### src/rtl/kmap_pkg.sv
// rtl/kmap_pkg.sv - shared types and width helpers for the K-map sweeper
package kmap_pkg;

    localparam int KMAP_MAX_IN = 5;

    typedef enum logic [1:0] {
        IDLE,
        DRIVE,
        SAMPLE,
        DONE
    } state_t;

    function automatic int TT_W(input int n);
        return 1 << n;
    endfunction

    function automatic int settle_cnt_w(input int settle);
        return $clog2(settle + 1);
    endfunction

endpackage

### src/rtl/kmap_settle_timer.sv
// rtl/kmap_settle_timer.sv - loadable down-counter timing the settle window of each vector
module kmap_settle_timer
    import kmap_pkg::*;
#(
    parameter int SETTLE = 2
) (
    input  logic clk,
    input  logic rst,
    input  logic load,
    output logic expire
);

    localparam int CW = settle_cnt_w(SETTLE);

    logic [CW-1:0] cnt;

    // cnt holds the window cycles still to come after the current one
    always_ff @(posedge clk or posedge rst) begin
        if (rst) begin
            cnt <= '0;
        end else if (load) begin
            cnt <= CW'(SETTLE - 1);
        end else if (cnt != '0) begin
            cnt <= cnt - CW'(1);
        end
    end

    // next cycle is the last one of the window
    assign expire = (cnt == CW'(1));

endmodule

### src/rtl/kmap_sweeper.sv
// rtl/kmap_sweeper.sv - sweeps all K-map input vectors and captures f into a truth table
// Optional compare against a reference mask: KMAP_SWEEP_COMPARE_EN
module kmap_sweeper
    import kmap_pkg::*;
#(
    parameter int N_IN   = 5,
    parameter int SETTLE = 2
) (
    input  logic                   clk,
    input  logic                   rst,
    input  logic                   start,
    output logic [N_IN-1:0]        vec,
    input  logic                   f_in,
    output logic                   busy,
    output logic                   done,
    output logic [TT_W(N_IN)-1:0]  truth
`ifdef KMAP_SWEEP_COMPARE_EN
    ,
    input  logic [TT_W(N_IN)-1:0]  expected,
    output logic                   mismatch,
    output logic [N_IN-1:0]        first_bad
`endif
);

    state_t state, next_state;
    logic   accept, sample_now, last_vec, expire;

    assign last_vec = &vec;

    kmap_settle_timer #(.SETTLE(SETTLE)) u_timer (
        .clk    (clk),
        .rst    (rst),
        .load   (accept | sample_now),
        .expire (expire)
    );

    // SAMPLE is the final cycle of each window; with SETTLE == 1 it is the whole window
    always_comb begin
        next_state = state;
        accept     = 1'b0;
        sample_now = 1'b0;
        case (state)
            IDLE: begin
                if (start) begin
                    accept     = 1'b1;
                    next_state = (SETTLE == 1) ? SAMPLE : DRIVE;
                end
            end
            DRIVE: begin
                if (expire) next_state = SAMPLE;
            end
            SAMPLE: begin
                sample_now = 1'b1;
                if (last_vec) next_state = DONE;
                else          next_state = (SETTLE == 1) ? SAMPLE : DRIVE;
            end
            DONE:    next_state = IDLE;
            default: next_state = IDLE;
        endcase
    end

    always_ff @(posedge clk or posedge rst) begin
        if (rst) begin
            state <= IDLE;
            vec   <= '0;
            truth <= '0;
        end else begin
            state <= next_state;
            if (accept) begin
                vec   <= '0;
                truth <= '0;
            end else if (sample_now) begin
                truth[vec] <= f_in;
                if (!last_vec) vec <= vec + N_IN'(1);
            end
        end
    end

    assign busy = (state == DRIVE) || (state == SAMPLE);
    assign done = (state == DONE);

`ifdef KMAP_SWEEP_COMPARE_EN
    // only the first disagreement is latched
    always_ff @(posedge clk or posedge rst) begin
        if (rst) begin
            mismatch  <= 1'b0;
            first_bad <= '0;
        end else if (accept) begin
            mismatch  <= 1'b0;
            first_bad <= '0;
        end else if (sample_now && !mismatch && (f_in != expected[vec])) begin
            mismatch  <= 1'b1;
            first_bad <= vec;
        end
    end
`endif

endmodule

### config.mk
export PLATFORM = sky130hd
export DESIGN_NAME = kmap_sweeper
export DESIGN_NICKNAME = d
export VERILOG_FILES = /design/src/rtl/kmap_pkg.sv /design/src/rtl/kmap_settle_timer.sv /design/src/rtl/kmap_sweeper.sv
export SDC_FILE = /design/constraint.sdc
export NUM_CORES = 1
export LEC_CHECK = 0
export ABC_AREA = 0
export CAP_MARGIN = 20
export CORE_UTILIZATION = 60
export CTS_BUF_LIST = sky130_fd_sc_hd__clkbuf_8
export CTS_CLUSTER_SIZE = 12
export DETAILED_ROUTE_END_ITERATION = 12
export DONT_BUFFER_PORTS = 1
export GPL_ROUTABILITY_DRIVEN = 0
export PLACE_DENSITY_LB_ADDON = 0.1
export REMOVE_ABC_BUFFERS = 1
export SLEW_MARGIN = 25
export SYNTH_ARGS = -nofsm -noshare
export SYNTH_HDL_FRONTEND = slang
export SYNTH_SLANG_ARGS = --single-unit
### constraint.sdc
create_clock -name clk -period 3.55 [get_ports clk]
set_input_delay 0.355 -clock clk [delete_from_list [all_inputs] [get_ports clk]]
set_output_delay 0.355 -clock clk [all_outputs]
set_load 0.01 [all_outputs]
Word-level counts from Yosys, hierarchy flattened
Cells that the tools add are included.
Widths: inputs -> output; s select.

word-level totals
  register bits = 41
  output and inout bits = 39
  logic and storage cells = 42

cells by class
  add/sub/neg operators = 2
  $lt $le $gt $ge = 2
  equality and inequality tests = 7
  muxes and demuxes = 17
  bitwise logic cells = 1
  reductions and logical operators = 9

operators by type and width
  kind                 count
  $mux 32              2
  $bwmux 32            1
  $mux 5               3
  $mux 2               5
  $pmux 2 s4           1
  $lt 5x6->1 const B   1
  $ne 2x2->1 const B   3
  $reduce_bool 2->1    3
  $add 5x1->5 const B  1
  $demux 1 s5          1
  $ge 5x1->1 const B   1
  $reduce_and 5->1     1
  $eq 2x1->1 const B   2
  $eq 2x2->1 const B   2
  $mux 1               4
  $reduce_and 2->1     2
  $logic_not 2->1      1
  $sub 2x1->2 const B  1
  $logic_and 1x1->1    1
  $logic_or 1x1->1     1
  $or 1x1->1           1

Depth between registers and ports, before layout
  depth in word-level cells = 7
  depth in mapped cells = 7
  depth with buffers taken out = 6

By module
From an unflattened synthesis, not the netlist that was laid out.

second synthesis, totals
  cell total of the unflattened synthesis = 216
  area total of the unflattened synthesis = 2135.8 um^2

by module, submodules not included
  module             times used  cells each  area an instance (um^2)  seq. area each (um^2)
  kmap_sweeper       1           205         2020.7                   975.9
  kmap_settle_timer  1           11          115.1                    50.0

Worst setup path after synthesis
OpenSTA, ideal clock, no wires.

  path kind = reg-to-reg
  start point = register vec[0]
  end point = register vec[3]
  arrival time = 1.694 ns
  path slack = 1.778 ns
  stages on the path, launching flop included = 7
  path buffers = 0
  clock period less this slack = 1.772 ns
  path through = dfrtp_1 -> ha_1 -> and3_1 -> ha_1 -> nand2b_1 -> or3_1 -> a21oi_1

on the way
  longest elaborated chain between the ends = 4
  elaborated cells between the ends (all ways) = 7
  classes of those cells = add/sub: 1; eq/ne: 1; mux: 3; reduce/logical: 2

RTL lines
  element                   RTL line            RTL
  start: declaration        kmap_sweeper.sv:12  output logic [N_IN-1:0] vec,
  start signal: assignment  kmap_sweeper.sv:74  if (!last_vec) vec <= vec + N_IN'(1);
  $add 5x1->5               kmap_sweeper.sv:74
  $mux 5                    kmap_sweeper.sv:74
  $mux 5                    kmap_sweeper.sv:72  end else if (sample_now) begin
  $mux 5                    kmap_sweeper.sv:69  if (accept) begin

Parallel ways exist; a longest one is shown, timed or not. The select of a mux whose other input is x is not followed.
A chain may end at the register's enable or synchronous reset.

Final worst setup path
  start point = register state[0]
  end point = register truth[0]

on the way
  longest elaborated chain between the ends = 3
  elaborated cells between the ends (all ways) = 6
  classes of those cells = eq/ne: 1; mux: 3; reduce/logical: 2

RTL lines
  element                                                        RTL line            RTL
  start: declaration                                             kmap_sweeper.sv:25  state_t state, next_state;
  start signal: assignment                                       kmap_sweeper.sv:68  state <= next_state;
  $eq 2x2->1 or $logic_not 2->1 (tied branches)                  kmap_sweeper.sv:42  case (state)
  $mux 1                                                         kmap_sweeper.sv:42
  $reduce_bool 2->1 (no source line) or $mux 32 (tied branches)  --
  end signal: indexed assignment                                 kmap_sweeper.sv:73  truth[vec] <= f_in;
  end: declaration                                               kmap_sweeper.sv:16  output logic [TT_W(N_IN)-1:0] truth

Parallel ways exist; a longest one is shown, timed or not.

==> flow_metrics.tcl <==
set metrics [dict create \
    critPathLaunchType "register" \
    max_freq_mhz 448 \
    status "finished clean" \
    tightest_slew_ns 0.960 \
    synthTopCellsByArea "dfrtp_1 48%, mux2i_1 15%, nand2_1 13%" \
    cts.htree.levels 2 \
    diodes 0 \
    crit_path_end_kind "register" \
    via_per_inst 5.62 \
    drt_iter0_markers 121 \
    arrival_ns 2.43 \
    fp-row-count 21 \
    synth_cell_types 28 \
    start_util 0.633 \
    drive_gt1_frac 0.0613 \
    hold_class "primary input to async pin" \
    wl_per_cell_um 15.4 \
    maxCapViolations 0 \
    yosysSeqAreaShare 0.482 \
    setup_viol 0 \
    final_nets 227 \
    crit_path_frequent_cell "nand2_1" \
    clock-sinks 41 \
    yosysTopAreaCell "dfrtp_1" \
    synthTopCellsByCount "71 x nand2_1, 41 x dfrtp_1, 32 x mux2i_1" \
    synth_seq_cells 41 \
    r2r_cells 6 \
    power_leakage_uw 0.00123 \
    reg2reg_from "state[0]" \
    dieArea_um2 3790 \
    hold_violations 0 \
    routed_wl_mm 3.96 \
    synthArstFlopShare 1.00 \
    die_width_um 61.6 \
    cts_setup_buffers 0 \
    setup_tns_ns 0 \
    crit_fanout 33 \
    rsz0062_at_grt "false" \
    met1Wirelength_mm 1.67 \
    drcViolationCount 0 \
    vdd_ir_drop_max_mv 0.471 \
    clkTransAtPathRegs_ns 0.08 \
    syn_to_final_growth_pct 5.64 \
    critical_path.startpoint "state[0]" \
    synth_most_common_cell "nand2_1" \
    synth.cell_area_um2 2130 \
    fin_cells 258 \
    met2_length_mm 2.01 \
    period_share 0.629 \
    cts.hold.buffers_added 0 \
    dr.pass1.iters 4 \
    path_class "register to register" \
    clock_path_buffers 2 \
    insertion_delay_ns 0.29 \
    core-area_um2 3360 \
    drv_slew 0 \
    postSynthAreaPerCell_um2 9.86 \
    period_needed_ns 2.23 \
    die_y_um 61.6 \
    cts_tree "yes" \
    yosys_warnings 0 \
    vias 1450 \
    rrSetupSlack_ns 1.32 \
    grt_pass1_vias 1408 \
    fillCellCount 296 \
    yosysTopAreaCellShare 0.482 \
    grt_antenna_before_repair 0 \
    cpPeakStageDelay_ns 0.63 \
    dp_cells 250 \
    cts-root-buf "clkbuf_8" \
    relSlewSlack 0.358 \
    ant_nets 0 \
    synth_edf_count 0 \
    hpwl_mm 2.72 \
    critPathRequiredTime_ns 3.75 \
    ios 43 \
    grt_usage 0.243 \
    skew_ns 0.00652 \
    powerDensity_nw_per_um2 716 \
    ys.flop_type "dfrtp_1" \
    numCtsBuffers 5 \
    io_buffer_count 0 \
    path_cells "inv_1, ha_1, nand2_1, buf_4, nand2_1, mux2i_1" \
    met3RoutedLength_um 215 \
    grt_overflow_total 0 \
    r2r_end "truth[0]" \
    grt_max_degree 42 \
    post_cts_resize_count 0 \
    crit_slowest_cell "nand2_1" \
    synth_cells 216 \
    dr.max_layer_used "met4" \
    grt_pass1_wl_mm 6.46 \
]
area by class of cell:
| class | count | area, um2 | share of cell area |
|---|---|---|---|
| Clock buffer | 6 | 82.6 | 0.0367 |
| Inverter | 7 | 26.3 | 0.0117 |
| Multi-Input combinational cell | 154 | 1010 | 0.448 |
| Clock inverter | 2 | 33.8 | 0.0150 |
| Tap cell | 46 | 57.6 | 0.0256 |
| Sequential cell | 41 | 1030 | 0.456 |
| Timing Repair Buffer | 2 | 15.0 | 0.00667 |
metal layers:
layer  vias to the layer above  track usage
li1                        690            -
met1                       723        0.274
met2                        31        0.427
met3                         6       0.0777
met4                         0       0.0952
met5                         -            0
sequential cells by signal, indices dropped and copies added (netlist names):
name         count
truth           32
vec              5
u_timer.cnt      2
state            2
worst max path at each step:
stage	endpoint	slack, ns	depth (start not counted)
2_1_floorplan	truth[0]	1.41	5
3_3_place_gp	truth[24]	1.46	6
3_5_place_dp	truth[9]	1.26	6
4_1_cts	truth[0]	1.28	6
5_1_grt	truth[23]	1.03	6
6_report	truth[0]	1.32	6
worst max-delay path: cells and delay by family (launching register included):
kind	cells	cell delay, ns
multiplexers	1	0.36
buffers and inverters	2	0.41
adder cells (fa/ha/maj)	1	0.23
AND/OR/NAND/NOR	2	0.69
flip-flops	1	0.43
report_power, final:
part / internal (uW) / switching (uW) / total (uW)
Sequential: 577 / 178 / 755
Combinational: 184 / 287 / 471
Clock: 226 / 159 / 386
Total: 988 / 624 / 1610
placed cells by master (no fill, tap or decap), drive strengths merged:
master / Yosys / final
a21oi: 5 / 5
a31oi: 2 / 2
a41oi: 1 / 1
and2: 5 / 5
and3: 2 / 2
and3b: 3 / 3
buf: 9 / 2
bufinv: 0 / 1
clkbuf: 5 / 6
dfrtp: 41 / 41
ha: 12 / 12
inv: 7 / 8
mux2i: 32 / 32
nand2: 71 / 71
nand2b: 3 / 3
nand3: 1 / 1
nand3b: 1 / 1
nor2: 4 / 4
nor2b: 1 / 1
nor3: 2 / 2
nor3b: 3 / 3
o21ai: 1 / 1
or3: 2 / 2
xnor2: 2 / 2
xor2: 1 / 1
cell families after synthesis:
kind of cell    after synthesis  synth area share
compound gates                9            0.0241
xor+xnor                      3            0.0123
fa+ha+maj                    12            0.0705
buf+inv                      21            0.0447
flops                        41             0.482
mux                          32             0.150
simple gates                 98             0.216
metrics by stage:
step / power (uW) / hold slack [ns] / area [um2] / setup WS, ns / utilization
final: 1610 / 0.0702 / 2250 / 1.32 / 0.669
after global placement: 1200 / 0.394 / 2130 / 1.46 / 0.634
after detailed placement: 1250 / 0.409 / 2130 / 1.26 / 0.634
after global routing: 1740 / 0.110 / 2250 / 1.03 / 0.669
after CTS: 1630 / 0.0846 / 2250 / 1.28 / 0.669
after floorplan: 1100 / 0.521 / 2060 / 1.41 / -
(Power assumes the default switching activity.)
